===== config.mk =====
export PLATFORM = sky130hd
export DESIGN_NAME = serial_tx_framer
export DESIGN_NICKNAME = d
export VERILOG_FILES = /design/src/rtl/serial_tx_framer.sv
export SDC_FILE = /design/constraint.sdc
export NUM_CORES = 1
export LEC_CHECK = 0
export BUFFER_PORTS_ARGS = -buffer_cell sky130_fd_sc_hd__buf_2
export CORE_ASPECT_RATIO = 1.4
export CORE_UTILIZATION = 24
export CTS_BUF_LIST = sky130_fd_sc_hd__clkbuf_4
export DETAILED_ROUTE_END_ITERATION = 7
export GPL_TIMING_DRIVEN = 0
export REMOVE_ABC_BUFFERS = 1
export SYNTH_ARGS = -nofsm -noshare
export SYNTH_HDL_FRONTEND = slang
export SYNTH_SLANG_ARGS = --single-unit

===== constraint.sdc =====
create_clock -name clk -period 2.39 [get_ports clk]
set_input_delay 0.1195 -clock clk [delete_from_list [all_inputs] [get_ports clk]]
set_output_delay 0.1195 -clock clk [all_outputs]
set_load 0.02 [all_outputs]

===== src/rtl/serial_tx_framer.sv =====
// Serial transmit framer: start bit, N data bits LSB first, optional even
// parity bit, stop bit; each bit held for DIV clock cycles.
module serial_tx_framer #(
    parameter int unsigned N   = 4,
    parameter int unsigned DIV = 4,
    parameter int unsigned PAR = 0
) (
    input  logic         clk,
    input  logic         rst,
    input  logic [N-1:0] d_in,
    input  logic         valid,
    output logic         ready,
    output logic         tx,
    output logic         busy,
    output logic         done
);

    localparam int unsigned CW = (DIV > 1) ? $clog2(DIV) : 1;
    localparam int unsigned BW = $clog2(N);

    localparam logic [2:0] IDLE   = 3'd0;
    localparam logic [2:0] START  = 3'd1;
    localparam logic [2:0] DATA   = 3'd2;
    localparam logic [2:0] PARITY = 3'd3;
    localparam logic [2:0] STOP   = 3'd4;

    logic [2:0]    state, state_nxt;
    logic [CW-1:0] cnt, cnt_nxt;
    logic [BW-1:0] bit_cnt, bit_cnt_nxt;
    logic [N-1:0]  shreg, shreg_nxt;
    logic          par_q, par_nxt;
    logic          tx_nxt;
    logic          done_nxt;
    logic          last_tick;

    assign ready     = (state == IDLE);
    assign busy      = (state != IDLE);
    assign last_tick = (cnt == CW'(DIV - 1));

    // State and datapath registers
    always_ff @(posedge clk or posedge rst) begin
        if (rst) begin
            state   <= IDLE;
            cnt     <= '0;
            bit_cnt <= '0;
            shreg   <= '0;
            par_q   <= 1'b0;
            tx      <= 1'b1;
            done    <= 1'b0;
        end else begin
            state   <= state_nxt;
            cnt     <= cnt_nxt;
            bit_cnt <= bit_cnt_nxt;
            shreg   <= shreg_nxt;
            par_q   <= par_nxt;
            tx      <= tx_nxt;
            done    <= done_nxt;
        end
    end

    // tx is computed from the next state so the line changes on the same edge as the state
    always_comb begin
        state_nxt   = state;
        cnt_nxt     = cnt;
        bit_cnt_nxt = bit_cnt;
        shreg_nxt   = shreg;
        par_nxt     = par_q;
        tx_nxt      = tx;
        done_nxt    = 1'b0;

        case (state)
            IDLE: begin
                tx_nxt = 1'b1;
                if (valid) begin
                    state_nxt   = START;
                    cnt_nxt     = '0;
                    bit_cnt_nxt = '0;
                    shreg_nxt   = d_in;
                    par_nxt     = ^d_in;
                    tx_nxt      = 1'b0;
                end
            end
            START: begin
                if (last_tick) begin
                    cnt_nxt   = '0;
                    state_nxt = DATA;
                    tx_nxt    = shreg[0];
                end else begin
                    cnt_nxt = cnt + CW'(1);
                end
            end
            DATA: begin
                if (last_tick) begin
                    cnt_nxt   = '0;
                    shreg_nxt = shreg >> 1;
                    if (bit_cnt == BW'(N - 1)) begin
                        if (PAR != 0) begin
                            state_nxt = PARITY;
                            tx_nxt    = par_q;
                        end else begin
                            state_nxt = STOP;
                            tx_nxt    = 1'b1;
                        end
                    end else begin
                        bit_cnt_nxt = bit_cnt + BW'(1);
                        tx_nxt      = shreg[1];
                    end
                end else begin
                    cnt_nxt = cnt + CW'(1);
                end
            end
            PARITY: begin
                if (last_tick) begin
                    cnt_nxt   = '0;
                    state_nxt = STOP;
                    tx_nxt    = 1'b1;
                end else begin
                    cnt_nxt = cnt + CW'(1);
                end
            end
            STOP: begin
                if (last_tick) begin
                    cnt_nxt   = '0;
                    state_nxt = IDLE;
                    done_nxt  = 1'b1;
                    tx_nxt    = 1'b1;
                end else begin
                    cnt_nxt = cnt + CW'(1);
                end
            end
            default: begin
                state_nxt = IDLE;
                tx_nxt    = 1'b1;
            end
        endcase
    end

endmodule


==> impl_results.md <==
- Run status: finished, final reports clean
- Critical path required time: 2.55 ns
- Clock transition time at the flip-flop clock pins of the worst setup and hold paths: 0.08 ns
- Clock tree buffer depth: 2
- Setup-violating endpoint count in the final report: 0
- Number of failing hold endpoints at the final stage: 0
- Flip-flop cell with the highest count after synthesis: sky130_fd_sc_hd__dfrtp_1
- Power density over the cells: roughly 1200 nW/um^2
- Initial antenna violation count: 0
- Pin slew with the least headroom to its limit: 0.508 ns
- Proportion of layout cells with a drive suffix above 1: 0.233
- Library cell contributing the largest single delay on the critical path: sky130_fd_sc_hd__dfrtp_1
- DRT iter0 DRCs: 11
- Clock Latency Late Sink: 0.27 ns
- Tcrit/Tclk final: 0.731
- Number of setup buffers added after CTS: 0
- IO Pins: 11
- Maximum number of pins on one net before global-route repair: 18
- Mean instance size in the synthesized netlist: approximately 10 sq um
- Combinational share of power: 0.463
- Final-layout setup total negative slack: 0 ns
- Relative contribution of sequential cells to total power: 0.402
- Htree depth: 1
- First-pass GRT wire length: roughly 2700 um
- Synth-to-layout area growth: 15.1%
- DR vias/cell: a little under 5
- Port buffer count: 10
- Instance count of the mapped netlist: 78
- Switching power as a share of total power: 0.415
- Largest stage delay on the critical path: 0.61 ns
- Via count: roughly 630
- CTS tree: done
- Number of standard cells in the final layout excluding fillers: 129
- Clock tree sinks: 13
- Post-CTS Resized: 0
- Width of the die: roughly 50 um
- Count of antenna diodes in the layout: 0
- Setup repair after global routing missed its margin: no
- TritonRoute pass-1 iters: 4
- Final-layout worst hold slack: 0.144 ns
- Category of the critical setup timing path: reg -> reg
- Share of async-settable or async-resettable flops after synthesis: 1.00
- Overall die height: 69.4 um
- RePlAce Congestion: 0.750
- Fin nets: 101
- Number of instances in the placed design: 124
- Normalized max-slew margin: 0.661
- Total die area: 3480 sq um
- Element type at the critical path end: flop
- Total Power Consumption: 1.10 mW
- Clock root buffer: sky130_fd_sc_hd__clkbuf_4
- Cell area after synthesis: 779 sq um
- Int Power: around 0.64 mW
- DP HPWL: between 1000 and 1500 um
- Fraction of the yosys area taken by sequential cells: 0.419
- Area of the core region: just over 3000 sq um
- NetSw: 0.456 mW
- Max-cap viol count: 0
- GRT overflow: 0
- Flops & latches, synth: 13
- Starting density of the core: 0.252
- Highest clock frequency the design can meet: 572 MHz
- Leak: 0.392 nW
- Residual DRC count: 0
- Vias in the first global route: 617
- Minimum clock period after layout: 1.75 ns
- Worst-case vdd ir drop: ~0.49 mV
- CP max FO: 17
- Class of the worst hold path: in -> reg
- Kind of start point of the critical path: flop
- Count of flip-flops with a built-in enable after synthesis: 0
- Routed Wire Length: 1480 um
- Smallest setup slack after layout: 0.643 ns
- Wire length per cell after detailed routing: 11.4 um
- Arrival time at the worst endpoint: 1.91 ns
- Clk pwr share: 0.135
- Worst-case clock skew: 0.00429 ns
- Count of pins over their slew limit: 0
- Count of different cell masters after synthesis: 35
- Clock buffer count from CTS: 3
- Sequence of cells on the critical path: nor3b_2, mux2_1, mux2_2
- Total of warnings raised by yosys: 0
- Pre-CTS setup slack: 0.659 ns
- Post-detailed-route count of antenna-violating nets: 0
- Number of placement rows: 24
- Total routing resource utilization after global routing: 0.101
final cells by class:
cell class / instances / area (sq um)
multi-input combinational: 56 / 409
clock buffer: 4 / 30.0
fill: 313 / 2200
inverter: 6 / 22.5
timing repair buffer: 11 / 60.1
sequential: 13 / 327
tap: 39 / 48.8
placed cells by master (no fill, tap or decap), types with 2 or more instances in the layout:
master	Yosys	routed
sky130_fd_sc_hd__mux2_2	3	3
sky130_fd_sc_hd__o21ai_1	3	3
sky130_fd_sc_hd__a21oi_1	4	4
sky130_fd_sc_hd__nor2b_1	2	2
sky130_fd_sc_hd__mux2i_1	2	2
sky130_fd_sc_hd__mux2_1	4	4
sky130_fd_sc_hd__ha_1	3	3
sky130_fd_sc_hd__clkbuf_4	0	4
sky130_fd_sc_hd__nand2_1	5	5
sky130_fd_sc_hd__o21ai_0	4	4
sky130_fd_sc_hd__inv_1	6	6
sky130_fd_sc_hd__nor3b_1	2	2
sky130_fd_sc_hd__nor2_1	5	5
sky130_fd_sc_hd__dfrtp_1	12	12
sky130_fd_sc_hd__buf_2	2	10
cells in the mapped netlist, types with 2 or more instances:
cell type | number | area (sq um)
sky130_fd_sc_hd__nor2b_1 | 2 | 12.5
sky130_fd_sc_hd__o21ai_1 | 3 | 15.0
sky130_fd_sc_hd__buf_2 | 2 | 10.0
sky130_fd_sc_hd__mux2_2 | 3 | 33.8
sky130_fd_sc_hd__nand2_1 | 5 | 18.8
sky130_fd_sc_hd__o21ai_0 | 4 | 20.0
sky130_fd_sc_hd__dfrtp_1 | 12 | 300
sky130_fd_sc_hd__mux2_1 | 4 | 45.0
sky130_fd_sc_hd__ha_1 | 3 | 37.5
sky130_fd_sc_hd__nor2_1 | 5 | 18.8
sky130_fd_sc_hd__nor3b_1 | 2 | 15.0
sky130_fd_sc_hd__inv_1 | 6 | 22.5
sky130_fd_sc_hd__mux2i_1 | 2 | 20.0
sky130_fd_sc_hd__a21oi_1 | 4 | 20.0
routing by layer:
layer	vias to the layer above	track usage	wire length [um]
met2	18	0.157	728
li1	305	-	-
met5	-	0	0
met1	302	0.130	691
met3	2	0.0132	48
met4	0	0.0635	8
power groups by stage:
| stage | clock, mW | sequential (mW) | combinational [mW] |
|---|---|---|---|
| after global routing | 0.166 | 0.462 | 0.576 |
| after global placement | 0 | 0.442 | 0.496 |
| after detailed placement | 0 | 0.447 | 0.510 |
| after floorplan | 0 | 0.426 | 0.401 |
| after CTS | 0.156 | 0.442 | 0.516 |
| final | 0.148 | 0.442 | 0.510 |
repair_timing:
action	CTS	global route
endpoints found under the setup margin	0	0
endpoints found under the hold margin	12	0
hold buffers	1	0
metrics by stage:
| step | util | area, sq um |
|---|---|---|
| after floorplan | - | 758 |
| after global placement | 0.277 | 857 |
| after detailed placement | 0.277 | 857 |
| after CTS | 0.290 | 897 |
| after global routing | 0.290 | 897 |
| final | 0.290 | 897 |
worst max-delay path: cells and delay by family (launching register included):
family           cells  cell delay [ns]
muxes                2             0.63
and+or+nand+nor      1             0.40
DFF                  1             0.61
logic make-up after synthesis:
kind of cell	Yosys count	synth area share
fa+ha+maj	3	0.0482
flops	13	0.419
compound gates	19	0.165
mux	9	0.127
buf+inv	9	0.0562
simple gates	25	0.185
worst paths after layout:
path                                from       end  slack [ns]  depth (start not counted)
worst max-delay path            state[1]  shreg[1]        0.64                          3
worst min-delay path             d_in[3]  shreg[3]        0.14                          3
worst max register to register  state[1]  shreg[1]        0.64                          3
worst min register to register  shreg[0]  shreg[0]        0.51                          1
max in group asynchronous            rst        tx        1.63                          3
min in group asynchronous            rst      done        0.41                          3
flip-flops by register name, summed over array words and instances, names as in the netlist:
signal / count
shreg: 4
state: 3
bit_cnt: 2
cnt: 2
done: 1
tx: 1
(Power assumes the default switching activity.)
